--- config.mk ---
export PLATFORM = sky130hd
export DESIGN_NAME = ps2_key_transmitter
export DESIGN_NICKNAME = d
export VERILOG_FILES = /design/src/rtl/ps2_key_transmitter.sv
export SDC_FILE = /design/constraint.sdc
export NUM_CORES = 1
export LEC_CHECK = 0
export ABC_AREA = 1
export BUFFER_PORTS_ARGS = -buffer_cell sky130_fd_sc_hd__buf_2
export CAP_MARGIN = 30
export CORE_MARGIN = 2
export CORE_UTILIZATION = 50
export DETAILED_ROUTE_END_ITERATION = 8
export PLACE_DENSITY = 0.66
export SLEW_MARGIN = 5
export SYNTH_ARGS = -nofsm -noshare
export SYNTH_HDL_FRONTEND = slang
export SYNTH_SLANG_ARGS = --single-unit
--- constraint.sdc ---
create_clock -name clk_sys -period 6.06 [get_ports clk_sys]
set_clock_uncertainty 0.05 [all_clocks]
set_input_delay 0.909 -clock clk_sys [delete_from_list [all_inputs] [get_ports clk_sys]]
set_output_delay 0.909 -clock clk_sys [all_outputs]
set_load 0.05 [all_outputs]
--- src/rtl/ps2_key_transmitter.sv ---
// ps2_key_transmitter
//   Device-side PS/2 keyboard transmitter. Turns ps2_key events into
//   scan-code set 2 byte sequences, buffers them in a FIFO and serialises
//   them onto an open-collector PS/2 clock/data pair. It honours host
//   inhibit and answers host-to-device commands via a 3-byte response queue.
// Ports:
//   clk_sys      system clock
//   reset_n      asynchronous active-low reset
//   ps2_key      [10] toggle strobe, [9] pressed, [8] extended, [7:0] code
//   ps2_clk_in   sensed bus clock (wired-AND of both ends)
//   ps2_data_in  sensed bus data
//   ps2_clk_out  0 drives the bus clock low, 1 releases it
//   ps2_data_out 0 drives the bus data low, 1 releases it
//   busy         a TX or RX frame is in progress
//   overflow     one-cycle pulse when a key event is dropped
module ps2_key_transmitter #(
    parameter int CLK_DIV    = 1146,
    parameter int FIFO_DEPTH = 16
) (
    input  logic        clk_sys,
    input  logic        reset_n,
    input  logic [10:0] ps2_key,
    input  logic        ps2_clk_in,
    input  logic        ps2_data_in,
    output logic        ps2_clk_out,
    output logic        ps2_data_out,
    output logic        busy,
    output logic        overflow
);

    localparam int AW = $clog2(FIFO_DEPTH);
    localparam int CW = $clog2(2 * CLK_DIV) + 1;
    localparam logic [CW-1:0] HALF_LAST = CW'(CLK_DIV - 1);
    localparam logic [CW-1:0] GAP_LAST  = CW'(2 * CLK_DIV - 1);

    typedef enum logic [2:0] {
        IDLE, GAP, TX_HI, TX_LO, RX_REQ, RX_HI, RX_LO, RX_ACK
    } state_t;

    state_t state, state_nxt;

    logic          ref_valid, key_ref, ev_pend;
    logic [9:0]    ev_key;
    logic [1:0]    ev_len;
    logic [2:0][7:0] ev_b;
    logic [7:0]    fifo_mem [FIFO_DEPTH];
    logic [AW-1:0] wr_ptr, rd_ptr;
    logic [AW:0]   fifo_cnt, fifo_free;
    logic          push_ok, ovf_now, fifo_pop, flush;
    logic [2:0][7:0] rsp_q;
    logic [1:0]    rsp_cnt;
    logic [7:0]    tx_byte, last_sent, head_byte;
    logic          tx_src_rsp, pending, frame_bit;
    logic [CW-1:0] cnt;
    logic [3:0]    bit_idx;
    logic [9:0]    rx_bits;
    logic          rx_ok;
    logic          tx_load, tx_done, rx_sample, rx_done, gap_restart, bit_inc;

    // Event capture: the first cycle after reset only learns the strobe level.
    always_ff @(posedge clk_sys or negedge reset_n) begin
        if (!reset_n) begin
            ref_valid <= 1'b0;
            key_ref   <= 1'b0;
            ev_pend   <= 1'b0;
            ev_key    <= '0;
        end else begin
            ev_pend <= 1'b0;
            if (!ref_valid) begin
                ref_valid <= 1'b1;
                key_ref   <= ps2_key[10];
            end else if (ps2_key[10] != key_ref) begin
                key_ref <= ps2_key[10];
                ev_pend <= 1'b1;
                ev_key  <= ps2_key[9:0];
            end
        end
    end

    // Byte sequence for the captured event; ev_b[0] is pushed first.
    always_comb begin
        ev_len = 2'd1 + {1'b0, ev_key[8]} + {1'b0, ~ev_key[9]};
        case ({ev_key[8], ev_key[9]})
            2'b10:   ev_b = {ev_key[7:0], 8'hF0, 8'hE0};
            2'b11:   ev_b = {8'h00, ev_key[7:0], 8'hE0};
            2'b00:   ev_b = {8'h00, ev_key[7:0], 8'hF0};
            default: ev_b = {8'h00, 8'h00, ev_key[7:0]};
        endcase
    end

    // Free space is taken before any same-cycle pop; a flush swallows the event.
    assign fifo_free = (AW+1)'(FIFO_DEPTH) - fifo_cnt;
    assign push_ok   = ev_pend && !flush && (fifo_free >= (AW+1)'(ev_len));
    assign ovf_now   = ev_pend && !flush && (fifo_free <  (AW+1)'(ev_len));
    assign fifo_pop  = tx_done && !tx_src_rsp;
    assign head_byte = (rsp_cnt != 2'd0) ? rsp_q[0] : fifo_mem[rd_ptr];
    assign pending   = (rsp_cnt != 2'd0) || (fifo_cnt != '0);

    always_ff @(posedge clk_sys) begin
        if (push_ok) begin
            fifo_mem[wr_ptr] <= ev_b[0];
            if (ev_len >= 2'd2) fifo_mem[wr_ptr + AW'(1)] <= ev_b[1];
            if (ev_len == 2'd3) fifo_mem[wr_ptr + AW'(2)] <= ev_b[2];
        end
    end

    always_ff @(posedge clk_sys or negedge reset_n) begin
        if (!reset_n) begin
            wr_ptr   <= '0;
            rd_ptr   <= '0;
            fifo_cnt <= '0;
            overflow <= 1'b0;
        end else begin
            overflow <= ovf_now;
            if (flush) begin
                wr_ptr   <= '0;
                rd_ptr   <= '0;
                fifo_cnt <= '0;
            end else begin
                wr_ptr   <= wr_ptr + (push_ok ? AW'(ev_len) : '0);
                rd_ptr   <= rd_ptr + AW'(fifo_pop);
                fifo_cnt <= fifo_cnt + (push_ok ? (AW+1)'(ev_len) : '0)
                                     - (AW+1)'(fifo_pop);
            end
        end
    end

    // Host command decode, evaluated when the RX frame finishes.
    assign rx_ok = (^rx_bits[8:0]) && rx_bits[9];
    assign flush = rx_done && rx_ok && (rx_bits[7:0] == 8'hFF);

    always_ff @(posedge clk_sys or negedge reset_n) begin
        if (!reset_n) begin
            rsp_q      <= '0;
            rsp_cnt    <= 2'd0;
            tx_byte    <= '0;
            tx_src_rsp <= 1'b0;
            last_sent  <= '0;
        end else begin
            if (tx_load) begin
                tx_byte    <= head_byte;
                tx_src_rsp <= (rsp_cnt != 2'd0);
            end
            if (tx_done) begin
                last_sent <= tx_byte;
                if (tx_src_rsp) begin
                    rsp_q   <= {8'h00, rsp_q[2], rsp_q[1]};
                    rsp_cnt <= rsp_cnt - 2'd1;
                end
            end
            if (rx_done) begin
                if (!rx_ok) begin
                    rsp_q <= {16'h0000, 8'hFE};           rsp_cnt <= 2'd1;
                end else begin
                    case (rx_bits[7:0])
                        8'hFF: begin rsp_q <= {8'h00, 8'hAA, 8'hFA}; rsp_cnt <= 2'd2; end
                        8'hEE: begin rsp_q <= {16'h0000, 8'hEE};     rsp_cnt <= 2'd1; end
                        8'hF2: begin rsp_q <= {8'h83, 8'hAB, 8'hFA}; rsp_cnt <= 2'd3; end
                        8'hFE: begin rsp_q <= {16'h0000, last_sent}; rsp_cnt <= 2'd1; end
                        default: begin rsp_q <= {16'h0000, 8'hFA};   rsp_cnt <= 2'd1; end
                    endcase
                end
            end
        end
    end

    // Bit 0 start, 1..8 data LSB first, 9 odd parity, 10 stop.
    always_comb begin
        case (bit_idx)
            4'd0:    frame_bit = 1'b0;
            4'd9:    frame_bit = ~^tx_byte;
            4'd10:   frame_bit = 1'b1;
            default: frame_bit = tx_byte[3'(bit_idx - 4'd1)];
        endcase
    end

    always_ff @(posedge clk_sys or negedge reset_n) begin
        if (!reset_n) state <= IDLE;
        else          state <= state_nxt;
    end

    always_comb begin
        state_nxt    = state;
        tx_load      = 1'b0;
        tx_done      = 1'b0;
        rx_sample    = 1'b0;
        rx_done      = 1'b0;
        gap_restart  = 1'b0;
        bit_inc      = 1'b0;
        ps2_clk_out  = 1'b1;
        ps2_data_out = 1'b1;
        case (state)
            IDLE: begin
                if (ps2_clk_in && !ps2_data_in)                  state_nxt = RX_REQ;
                else if (pending && ps2_clk_in && ps2_data_in)   state_nxt = GAP;
            end
            GAP: begin
                if (!ps2_clk_in)       gap_restart = 1'b1;
                else if (!ps2_data_in) state_nxt = IDLE;   // host RTS takes priority
                else if (cnt == GAP_LAST) begin
                    tx_load   = 1'b1;
                    state_nxt = TX_HI;
                end
            end
            TX_HI: begin
                ps2_data_out = frame_bit;
                if (!ps2_clk_in) begin
                    // Inhibit on the stop bit still counts as a delivered byte.
                    tx_done   = (bit_idx == 4'd10);
                    state_nxt = IDLE;
                end else if (cnt == HALF_LAST) begin
                    state_nxt = TX_LO;
                end
            end
            TX_LO: begin
                ps2_clk_out  = 1'b0;
                ps2_data_out = frame_bit;
                if (cnt == HALF_LAST) begin
                    if (bit_idx == 4'd10) begin
                        tx_done   = 1'b1;
                        state_nxt = IDLE;
                    end else begin
                        bit_inc   = 1'b1;
                        state_nxt = TX_HI;
                    end
                end
            end
            RX_REQ: if (cnt == HALF_LAST) state_nxt = RX_LO;
            RX_LO: begin
                ps2_clk_out = 1'b0;
                if (cnt == HALF_LAST) state_nxt = RX_HI;
            end
            RX_HI: begin
                if (cnt == HALF_LAST) begin
                    rx_sample = 1'b1;
                    bit_inc   = 1'b1;
                    state_nxt = (bit_idx == 4'd9) ? RX_ACK : RX_LO;
                end
            end
            RX_ACK: begin
                ps2_data_out = 1'b0;
                ps2_clk_out  = (cnt > HALF_LAST);
                if (cnt == GAP_LAST) begin
                    rx_done   = 1'b1;
                    state_nxt = IDLE;
                end
            end
            default: state_nxt = IDLE;
        endcase
    end

    assign busy = (state != IDLE) && (state != GAP);

    always_ff @(posedge clk_sys or negedge reset_n) begin
        if (!reset_n) begin
            cnt     <= '0;
            bit_idx <= '0;
            rx_bits <= '0;
        end else begin
            cnt <= ((state_nxt != state) || gap_restart) ? '0 : cnt + CW'(1);
            if (state == IDLE) bit_idx <= '0;
            else if (bit_inc)  bit_idx <= bit_idx + 4'd1;
            if (rx_sample) rx_bits[bit_idx] <= ps2_data_in;
        end
    end

endmodule

==> results.md <==
* Outcome: complete, no violations
* Transition time at the pin with the least slew margin at around 1000 ps
* Initial antenna violation count at 0
* Post-route core utilization at 55.6%
* Crit path top cell by count: sky130_fd_sc_hd__inv_1
* Post-CTS clock slew at the launch and capture registers of the worst setup and hold paths at 60 ps
* Clock tree from TritonCTS: done
* Share of synthesized registers carrying an async set or reset at 40.7%
* Number of distinct standard cells referenced by the synthesized netlist at 46
* Placer's final routability congestion estimate at between 0.9 and 1
* Die area at roughly 0.029 sq mm
* Area of all sequential standard cells at slightly above 0.006 sq mm
* Number of top-level pins at 19
* Wire length per cell at roughly 19 um
* Critical Setup Path Class: register to register
* Minimum clock period after layout at about 3900 ps
* Number of hold violations in the final report at 0
* Overall die width at between 150 and 200 um
* Worst setup SP type: register
* Peak supply drop at roughly 210 uV
* Post-synthesis to final-layout area growth at 9.13%
* Post-synthesis sequential area ratio at between 40% and 50%
* Yosys warns at 0
* Final worst path period share at between 60% and 70%
* Cell-by-cell trace of the critical path: inv_1 -> ha_1 -> nand2_1 -> inv_1 -> nand2_1 -> nor2_1 -> nand2_1 -> inv_1 -> nand3_1 -> nand2_1 -> inv_1 -> nor2_1 -> ha_1 -> inv_1 -> ha_1 -> inv_1 -> fa_1 -> or2_2 -> nand2_1 -> a21oi_1 -> xor2_1 -> nand2_1 -> inv_1
* H-tree levels at 1
* Hold buffer count at CTS at 0
* Clock latency of the later-clocked register in the worst-skew pair at around 540 ps
* Count of placed standard cells in the final layout, fillers left out at approximately 2.2k
* Syn Std Cell Area at 0.0138 sq mm
* Count of routing violations after the opening detailed-route iteration at approximately 1.2k
* Flip-flop and latch count after synthesis at 216
* WP data required at 6440 ps
* Remaining number of nets flagged by the antenna check after routing at 0
* Core area at around 0.027 sq mm
* Number of enable-type register cells in the synthesized netlist at between 100 and 150
* Placed instance count at 2,133
* Multi-input gate area in the final layout at roughly 0.0066 sq mm
* Global-route wire length before repair at 65,300 um
* Crit path depth at 23
* Proportion of layout cells with a drive suffix above 1 at ~7%
* Cells after Synth at approximately 1.8k
* CP Data Arrival Time at 4290 ps
* Max_cap viols at 0
* Delay-heaviest family, CP: simple AND/OR/NAND/NOR gates
* Number of buffer and inverter instances along the worst setup path at 7
* Maximum clock path buffer count at 3
* Aggregate negative setup slack at 0 ps
* Max frequency at roughly 0.26 GHz
* Hold Crit Class: input pin to asynchronous set/reset pin
* Crit path setup slack, layout at 2150 ps
* Element type at the critical path end: register
* Largest fanout of any net on the critical path at 11
* Count of cells resized by post-cts repair at 0
* Residual overflow from global routing at 0
* DP Wirelength at about 28,000 um
* Drt first pass iters at 7
* Ys flop type: sky130_fd_sc_hd__edfxtp_1
* Via count of the first global-routing pass at approximately 12k
* Clock root buffer: sky130_fd_sc_hd__clkbuf_16
* Total number of placement rows at 60
* Max Transition Viols Final at 0
* DRC viols at 0
* P_leak at ~7 nW
* Overall track demand over capacity in global routing at 29.2%
* Slowest CP cell: sky130_fd_sc_hd__dfrtp_1
* Detailed-route via count at between 10k and 15k
* Average size of a mapped cell at around 7.5 sq um
* Headroom to the max-slew limit at between 30% and 40%
* PD cells at roughly 340 mW/mm^2
* Layout fillers at ~2.5k
* Worst setup slack before clock tree synthesis at 2190 ps
* Final setup violation count at 0
* Pin count of the biggest net entering global routing at 70
* Sink Count at around 220
* Number of buffers inserted during clock tree synthesis at 26
* Final wirelength at just over 40,000 um
* Reg2Reg Depth at 23
* Synth Net Count at 1,884
* Count of antenna diodes in the layout at 0
* Net count reported at finish at between 1.5k and 2k
* Critical Path Max Stage Delay at between 400 and 500 ps
* Unrepaired setup endpoints after global routing: no
* Via density at about 5.7
* Number of setup buffers added after CTS at 0
* Starting utilization of the core area at about half
* Chip height at 170 um
* Port Buffers at 18
==> cell families after synthesis <==
logic type | count (synthesis) | share of synthesized area (%)
AO/OA/AOI/OAI | 217 | 8.80
AND/OR/NAND/NOR | 1034 | 32.7
multiplexers | 17 | 1.23
buffers and inverters | 287 | 8.44
adder cells (fa/ha/maj) | 37 | 3.47
other | 1 | 0.0272
flip-flops | 216 | 43.9
XOR/XNOR | 23 | 1.46
==> layout by cell type, fill, tap and decap left out, types with 17 or more instances in the layout <==
cell                        netlist  final
sky130_fd_sc_hd__nand2_1        573    573
sky130_fd_sc_hd__clkbuf_16        0     26
sky130_fd_sc_hd__nor2_1         133    129
sky130_fd_sc_hd__mux2i_1         17     17
sky130_fd_sc_hd__dfrtp_1         88     87
sky130_fd_sc_hd__ha_1            35     35
sky130_fd_sc_hd__edfxtp_1       128    128
sky130_fd_sc_hd__nand3_1        267    267
sky130_fd_sc_hd__o21ai_0         92     92
sky130_fd_sc_hd__buf_2            9     17
sky130_fd_sc_hd__o211ai_1        38     38
sky130_fd_sc_hd__a21oi_1         75     74
sky130_fd_sc_hd__inv_1          200    200
==> cell usage after synthesis (all sizes together), types with 2 or more instances <==
| library cell | instances | area (sq um) |
|---|---|---|
| a21oi | 75 | 375 |
| a22oi | 2 | 15.0 |
| buf | 21 | 165 |
| clkbuf | 53 | 199 |
| clkinv | 4 | 15.0 |
| dfrtp | 88 | 2200 |
| edfxtp | 128 | 3840 |
| fa | 2 | 40.0 |
| ha | 35 | 438 |
| inv | 209 | 785 |
| mux2i | 17 | 170 |
| nand2 | 579 | 2190 |
| nand3 | 278 | 1480 |
| nand3b | 2 | 15.0 |
| nand4 | 11 | 90.1 |
| nor2 | 145 | 598 |
| nor3 | 12 | 80.1 |
| nor4 | 3 | 18.8 |
| o211ai | 38 | 285 |
| o21ai | 92 | 460 |
| o31ai | 2 | 15.0 |
| or2 | 4 | 25.0 |
| xnor2 | 9 | 78.8 |
| xor2 | 14 | 123 |
==> metal layers <==
| layer | share of wire (%) | global-route usage, % |
|---|---|---|
| met5 | 0 | 0 |
| met1 | 40 | 37.5 |
| met4 | 5.4 | 13.6 |
| met2 | 46 | 48.5 |
| met3 | 8.0 | 4.86 |
==> metrics by stage <==
stage                     hold slack (ps)  power (mW)  cell area, sq um
final                                 318        5.07             15000
after global routing                  373        5.33             15000
after CTS                             341        5.04             15000
after detailed placement              412        3.42             14100
after global placement                406        3.38             14100
after floorplan                       387        2.97             13800
==> power by group <==
| group | switching (mW) | total, mW | internal (mW) |
|---|---|---|---|
| registers | 0.0984 | 1.87 | 1.78 |
| clock network | 0.625 | 1.63 | 1.01 |
| logic | 1.17 | 1.56 | 0.393 |
==> registers in the layout, summed over array words and instances, names as in the netlist, 4 cells and up <==
name / count
rx_bits: 10
rd_ptr: 4
bit_idx: 4
ev_key: 10
cnt: 13
fifo_cnt: 5
last_sent: 8
tx_byte: 8
rsp_q: 12
fifo_mem: 128
wr_ptr: 4
==> path summary, 6_finish.rpt <==
path	start	endpoint	slack, ps
min	reset_n	state[0]$_DFF_PN0_	320
min reg2reg	rsp_q[13]$_DFFE_PN0P_	rsp_q[13]$_DFFE_PN0P_	420
min in group clk_sys	rsp_q[13]$_DFFE_PN0P_	rsp_q[13]$_DFFE_PN0P_	420
max	cnt[1]$_DFF_PN0_	fifo_cnt[4]$_DFF_PN0_	2150
max reg2reg	cnt[1]$_DFF_PN0_	fifo_cnt[4]$_DFF_PN0_	2150
max in group asynchronous	reset_n	rd_ptr[0]$_DFF_PN0_	4610
==> worst register-to-register path, cell delays in order, from the launching register on <==
cell and delay (ps):
sky130_fd_sc_hd__dfrtp_1 410, sky130_fd_sc_hd__inv_1 70, sky130_fd_sc_hd__ha_1 130, sky130_fd_sc_hd__nand2_1 50
sky130_fd_sc_hd__inv_1 50, sky130_fd_sc_hd__nand2_1 40, sky130_fd_sc_hd__nor2_1 210, sky130_fd_sc_hd__nand2_1 170
sky130_fd_sc_hd__inv_1 160, sky130_fd_sc_hd__nand3_1 80, sky130_fd_sc_hd__nand2_1 260, sky130_fd_sc_hd__inv_1 200
sky130_fd_sc_hd__nor2_1 300, sky130_fd_sc_hd__ha_1 290, sky130_fd_sc_hd__inv_1 60, sky130_fd_sc_hd__ha_1 150
sky130_fd_sc_hd__inv_1 50, sky130_fd_sc_hd__fa_1 370, sky130_fd_sc_hd__or2_2 320, sky130_fd_sc_hd__nand2_1 70
sky130_fd_sc_hd__a21oi_1 70, sky130_fd_sc_hd__xor2_1 140, sky130_fd_sc_hd__nand2_1 60, sky130_fd_sc_hd__inv_1 50
==> area by class of cell <==
type                       count  share of cell area, %
clock buffer                  35                   4.82
clock inverter                13                   1.16
inverter                     213                   5.32
multi-input combinational   1329                   43.8
sequential                   216                   40.2
tap                          341                   2.84
timing repair buffer          36                   1.86
(Power assumes the default switching activity.)
